===== src/rtl/serial_subtractor_pkg.sv =====
// Shared definitions for the bit-serial subtractor.
//   state_t   : FSM state encoding (IDLE / SHIFT / DONE)
//   DEFAULT_N : default operand/result width
package serial_subtractor_pkg;

    typedef enum logic [1:0] {
        ST_IDLE  = 2'd0,
        ST_SHIFT = 2'd1,
        ST_DONE  = 2'd2
    } state_t;

    localparam int unsigned DEFAULT_N = 4;

endpackage


===== src/rtl/serial_subtractor_full_sub_cell.sv =====
// One-bit full subtractor: computes x - y - br_in.
//   x      : minuend bit
//   y      : subtrahend bit
//   br_in  : borrow in
//   d      : difference bit
//   br_out : borrow out
module full_sub_cell (
    input  logic x,
    input  logic y,
    input  logic br_in,
    output logic d,
    output logic br_out
);

    always_comb begin
        d      = x ^ y ^ br_in;
        br_out = (~x & y) | (~x & br_in) | (y & br_in);
    end

endmodule


===== src/rtl/serial_subtractor.sv =====
// Bit-serial N-bit subtractor: diff = a - b - b_in, one bit per clock, LSB first.
//   clock : rising-edge clock
//   reset : synchronous active-high reset
//   start : request an operation (sampled only while ready=1)
//   a, b  : minuend / subtrahend, captured on the accepting edge
//   b_in  : borrow in, captured on the accepting edge
//   ready : high in IDLE
//   done  : one-cycle pulse when diff/b_out/ovf become valid
//   diff  : result, held until the next accepted start
//   b_out : unsigned borrow out (a < b + b_in)
//   ovf   : signed two's-complement overflow
module serial_subtractor
    import serial_subtractor_pkg::*;
#(
    parameter int unsigned N  = DEFAULT_N,
    parameter int unsigned CW = 3
) (
    input  logic         clock,
    input  logic         reset,
    input  logic         start,
    input  logic [N-1:0] a,
    input  logic [N-1:0] b,
    input  logic         b_in,
    output logic         ready,
    output logic         done,
    output logic [N-1:0] diff,
    output logic         b_out,
    output logic         ovf
);

    state_t        state;
    logic [CW-1:0] cnt;
    logic [N-1:0]  a_sr;
    logic [N-1:0]  b_sr;
    logic          br;
    logic          cell_d;
    logic          cell_bo;

    full_sub_cell u_cell (
        .x      (a_sr[0]),
        .y      (b_sr[0]),
        .br_in  (br),
        .d      (cell_d),
        .br_out (cell_bo)
    );

    always_ff @(posedge clock) begin
        if (reset) begin
            state <= ST_IDLE;
            cnt   <= '0;
            a_sr  <= '0;
            b_sr  <= '0;
            br    <= 1'b0;
            ready <= 1'b1;
            done  <= 1'b0;
            diff  <= '0;
            b_out <= 1'b0;
            ovf   <= 1'b0;
        end else begin
            done <= 1'b0;
            unique case (state)
                ST_IDLE: begin
                    if (start) begin
                        a_sr  <= a;
                        b_sr  <= b;
                        br    <= b_in;
                        cnt   <= '0;
                        diff  <= '0;
                        b_out <= 1'b0;
                        ovf   <= 1'b0;
                        ready <= 1'b0;
                        state <= ST_SHIFT;
                    end
                end
                ST_SHIFT: begin
                    // Result bits enter at the MSB so bit 0 lands in diff[0] after N shifts.
                    diff <= {cell_d, diff[N-1:1]};
                    a_sr <= a_sr >> 1;
                    b_sr <= b_sr >> 1;
                    br   <= cell_bo;
                    cnt  <= cnt + CW'(1);
                    if (cnt == CW'(N - 1)) begin
                        // br still holds the borrow into the MSB on this edge.
                        b_out <= cell_bo;
                        ovf   <= br ^ cell_bo;
                        done  <= 1'b1;
                        state <= ST_DONE;
                    end
                end
                ST_DONE: begin
                    ready <= 1'b1;
                    state <= ST_IDLE;
                end
                default: begin
                    ready <= 1'b1;
                    state <= ST_IDLE;
                end
            endcase
        end
    end

endmodule


===== config.mk =====
export PLATFORM = sky130hd
export DESIGN_NAME = serial_subtractor
export DESIGN_NICKNAME = d
export VERILOG_FILES = /design/src/rtl/serial_subtractor_pkg.sv /design/src/rtl/serial_subtractor_full_sub_cell.sv /design/src/rtl/serial_subtractor.sv
export SDC_FILE = /design/constraint.sdc
export NUM_CORES = 1
export LEC_CHECK = 0
export ABC_AREA = 1
export BUFFER_PORTS_ARGS = -buffer_cell sky130_fd_sc_hd__buf_2
export CELL_PAD_IN_SITES_DETAIL_PLACEMENT = 1
export CELL_PAD_IN_SITES_GLOBAL_PLACEMENT = 2
export CORE_ASPECT_RATIO = 2
export CORE_MARGIN = 10
export CORE_UTILIZATION = 28
export DETAILED_ROUTE_END_ITERATION = 8
export PLACE_DENSITY = 0.84
export SYNTH_ARGS = -nofsm -noshare
export SYNTH_HDL_FRONTEND = slang
export SYNTH_HIERARCHICAL = 1
export SYNTH_SLANG_ARGS = --single-unit

===== constraint.sdc =====
create_clock -name clock -period 1.4 [get_ports clock]
set_input_delay 0.07 -clock clock [delete_from_list [all_inputs] [get_ports clock]]
set_output_delay 0.07 -clock clock [all_outputs]
set_load 0.01 [all_outputs]

# After elaboration in Yosys (flattened, before gate mapping)
# Cells that the tools add are included.
# totals
ff_bits,22
in_bits,12
out_inout_bits,8
elab_cells,52
# classes
n_addsub,1
n_eq_ne,4
n_mux,20
bitwise,10
n_reduce_logical,7
# ops
op,count
$pmux 4 s2,3
$mux 4,3
$pmux 1 s2,4
$pmux 3 s2,1
$reduce_and 2->1,3
$mux 1,5
$mux 2,2
$ne 2x2->1 const B,2
$pmux 2 s2,1
$add 3x1->3 const B,1
$and 1x1->1,3
$eq 3x2->1 const B,1
$mux 3,1
$reduce_and 3->1,1
$xor 1x1->1,3
$eq 2x1->1 const B,1
$logic_not 2->1,1
$not 1->1,2
$or 1x1->1,2
$reduce_bool 2->1,1
$reduce_or 2->1,1

# Longest topological paths before layout
# depth
word_depth,7
depth_mapped,8
ltp_nobuf,8

# Modules after synthesis
# Netlist, hierarchy kept.
# modules_own_cells
module,instances,cells_per_inst,area_each_um2,seq_area_each_um2
serial_subtractor,1,135,952.2,440.4
full_sub_cell,1,3,27.5,0.0

# Least setup slack after synthesis
# OpenSTA, ideal clock, no wires.
# synth_path
kind,reg2reg
from,register a_sr[0]
to,register ovf
setup_ns,0.111
arrival_ns,1.057
required_time_ns,1.289
slack_ns,0.232
stages_incl_launch_ff,9
path_buffers,0
period_less_slack_ns,1.168
path_cell_list,dfxtp_1 inv_1 fa_1 inv_1 nand2_1 nand3_1 nand2_1 inv_1 nor2_1
# synth_between
elab_chain_len,7
elab_cells_between_ends,8
classes_between,mux (2); bitwise (6)
# synth_rtl
element,line_no,source
"start, declared",serial_subtractor.sv:33,logic [N-1:0] a_sr;
"start signal, assigned",serial_subtractor.sv:78,a_sr <= a_sr >> 1;
$not 1->1 (*),serial_subtractor_full_sub_cell.sv:17,br_out = (~x & y) | (~x & br_in) | (y & br_in);
$and 1x1->1,serial_subtractor_full_sub_cell.sv:17,
$or 1x1->1 (*) (2 in series),serial_subtractor_full_sub_cell.sv:17,
net cell_bo,serial_subtractor.sv:37,logic cell_bo;
$xor 1x1->1 (*),serial_subtractor.sv:85,ovf <= br ^ cell_bo;
$mux 1 (*),serial_subtractor.sv:82,if (cnt == CW'(N - 1)) begin
$pmux 1 s2 (*),serial_subtractor.sv:61,unique case (state)
"end signal, assigned",serial_subtractor.sv:85,
"end, declared",serial_subtractor.sv:28,output logic ovf
# The timed path passes the listed nets; every way through them passes the cells marked *. The select of a mux whose other input is x is not followed.
# A chain may end at the register's enable or synchronous reset.

# Worst setup path in the final report
# Same ends and word-level chain as after synthesis.

==> summary.md <==
| Metric | Value |
|---|---|
| Worst stage delay on the critical path | `0.43 ns` |
| First-pass GRT wire length | `4.49 mm` |
| Worst path slowest cell | `fa_1` |
| Ports | `20` |
| Port Buffer Count | `19` |
| Cts hold-fix bufs | `0` |
| Crit path required time | `1.56 ns` |
| Fin Clk Skew | `0.00237 ns` |
| Final total power | `1.28 mW` |
| Synth Area in XOR/XNOR | `0%` |
| Setup CP Type | `reg2reg` |
| Grt ovf | `0` |
| Simple-Gate Fraction of Synth Area | `31.0%` |
| Cell with the most instances after synthesis | `nand2_1` |
| Crit path time final | `1.26 ns` |
| Antenna violations before repair | `0` |
| Share of cells above drive strength 1 | `18.2%` |
| CP Launch Type | `flop` |
| DIE HEIGHT | `104 um` |
| Crit path top cell by count | `inv_1` |
| Vias in the first global route | `1007` |
| Total GRT Usage | `8.98%` |
| Max clock buf depth | `2` |
| Syn Inst Count | `138` |
| Largest family of logic cells by synthesized area | `simple AND/OR/NAND/NOR gates` |
| ANT cells | `0` |
| Post-synthesis sequential area ratio | `45.0%` |
| Crit path cell chain | `inv_1 -> fa_1 -> inv_1 -> nand2_1 -> nand3_1 -> nand2_1 -> inv_1 -> nor2_1` |
| Synthesized cell area | `980 um2` |
| Compound-cell area share of the yosys netlist | `10.9%` |
| Yosys cell types | `18` |
| CP Max Fanout | `3` |
| Peak supply drop | `0.424 mV` |
| Pleak | `0.564 nW` |
| Clock Latency Late Sink | `0.26 ns` |
| # setup viols final | `0` |
| P&R area growth vs syn | `19.7%` |
| Commonest cells in the netlist | `48 x nand2_1, 22 x dfxtp_1, 20 x nor2_1` |
| Hpwl dp | `1.99 mm` |
| TritonCTS buffer count | `3` |
| Largest area contributor in the netlist | `dfxtp_1` |
| DR DRC count | `0` |
| Die Span X | `61.8 um` |
| Crit end category | `flop` |
| FP Rows | `30` |
| Area contributors post-synth | `dfxtp_1 45%, nand2_1 18%, nor2_1 7.7%, a21oi_1 5.1%, inv_1 4.2%` |
| Max Fclk | `792 MHz` |
| PD cells | `1090 nW/um2` |
| Fin. Hold Viols | `0` |
| Final worst-path cycle share | `90.2%` |
| Synthesized area per cell | `7.10 um2` |
| Max cap viols | `0` |
| Core Region | `3380 um2` |
| Detail Route Antenna Nets | `0` |
| Initial core utilization | `29.0%` |
| Outcome | `finished, final reports clean` |
| H-tree depth | `1` |
| DR pass1 iterations | `4` |
| Post-synthesis mux area share | `0%` |
| Post-synth top area share | `45.0%` |
| Worst-Margin Slew | `0.414 ns` |
| Post-synth EDFFs | `0` |
| Clock root buffer | `clkbuf_8` |
| RSZ-0062 raised after global routing | `false` |
| Number of nets in the layout | `177` |
| RD Place Congestion | `0.762` |
| Via/cell ratio | `4.85` |
| Syn Nets | `154` |
| Slew Limit Fails | `0` |
| Normalized max-slew margin | `72.3%` |
| Ys Warns | `6` |
| Drt initial violations | `26` |
| Pin count of the biggest net entering global routing | `17` |
| Routed vias | `927` |
| Post-Synth Adder-Cell Area | `5.87%` |
| Clock transition at path regs | `0.08 ns` |
| Setup TNS | `0 ns` |
| Hold crit path type | `in2reg` |
| Main synth FF type | `dfxtp_1` |
| Avg WL per Cell | `13.5 um` |
| Routed WL | `2.58 mm` |
| Async S/R FF share, synth | `0%` |
| Crit path DAT | `1.43 ns` |
| CTS tree | `yes` |
| FF+latch count, synth | `22` |
| Sink Count | `22` |
| Die area | `6410 um2` |
[layout make-up]
cell class              count  area (um2)
clock buffers               3        41.3
repair buffers             22         130
multi-input cells         100         475
well taps                  32        40.0
flip-flops and latches     22         440
fillers                   464        2210
inverters                  12        45.0
[final timing paths]
| path | from | slack, ns | cells after the start | end |
|---|---|---|---|---|
| max | a_sr[0]$_SDFFE_PP0P_ | 0.14 | 8 | ovf$_SDFFE_PP0P_ |
| min | a[3] | 0.06 | 3 | a_sr[3]$_SDFFE_PP0P_ |
| max reg2reg | a_sr[0]$_SDFFE_PP0P_ | 0.14 | 8 | ovf$_SDFFE_PP0P_ |
| min reg2reg | diff[2]$_SDFFE_PP0P_ | 0.48 | 2 | diff[2]$_SDFFE_PP0P_ |
[metrics by stage]
stage                     instances  hold slack (ns)  instance area (um2)  utilization, %  worst slack (ns)
after floorplan                 138            0.148                  980               -             0.232
after global placement          187            0.323                 1100            32.7             0.153
after detailed placement        187            0.340                 1100            32.7            0.0766
after CTS                       190           0.0601                 1140            33.9            0.0561
after global routing            191           0.0800                 1170            34.7            0.0167
final                           191           0.0622                 1170            34.7             0.138
[placed cells by master (no fill, tap or decap), types with 2 or more instances in the layout]
cell type,n
ha_1,3
nand3_1,5
nand2_1,48
a21oi_1,10
buf_2,19
inv_1,11
nor2_1,20
buf_4,2
o21ai_0,8
dfxtp_1,22
clkbuf_8,3
[where the power goes]
group	leakage [nW]	switching, mW	internal [mW]	total (mW)
clock network	0.0216	0.197	0.192	0.389
registers	0.181	0.0244	0.662	0.686
logic	0.361	0.118	0.0824	0.200
[cell families after synthesis]
| group | count (synthesis) |
|---|---|
| and+or+nand+nor | 76 |
| DFF | 22 |
| adders and majority gates | 4 |
| buffers and inverters | 16 |
| AOI/OAI and AO/OA | 20 |
[repair_timing]
item,in CTS,in global routing
buffers inserted,0,1
gates resized for setup,0,1
setup endpoints to repair,0,7
[critical path: cells and delay by family, from the launching register on]
kind	cells	cell delay, ns
and+or+nand+nor	4	0.20
DFF	1	0.33
adders and majority gates	1	0.43
buffers and inverters	3	0.20
[metal layers]
metal	share of wire (%)	global-route usage, %
met2	56	16.1
met1	39	8.90
met5	0	0
met3	3.3	1.96
met4	2.1	4.34
[sequential cells by signal, indices dropped and copies added, names as in the netlist]
signal  count
a_sr        4
b_out       1
b_sr        4
br          1
cnt         3
diff        4
done        1
ovf         1
ready       1
state       2
(Power assumes the default switching activity.)
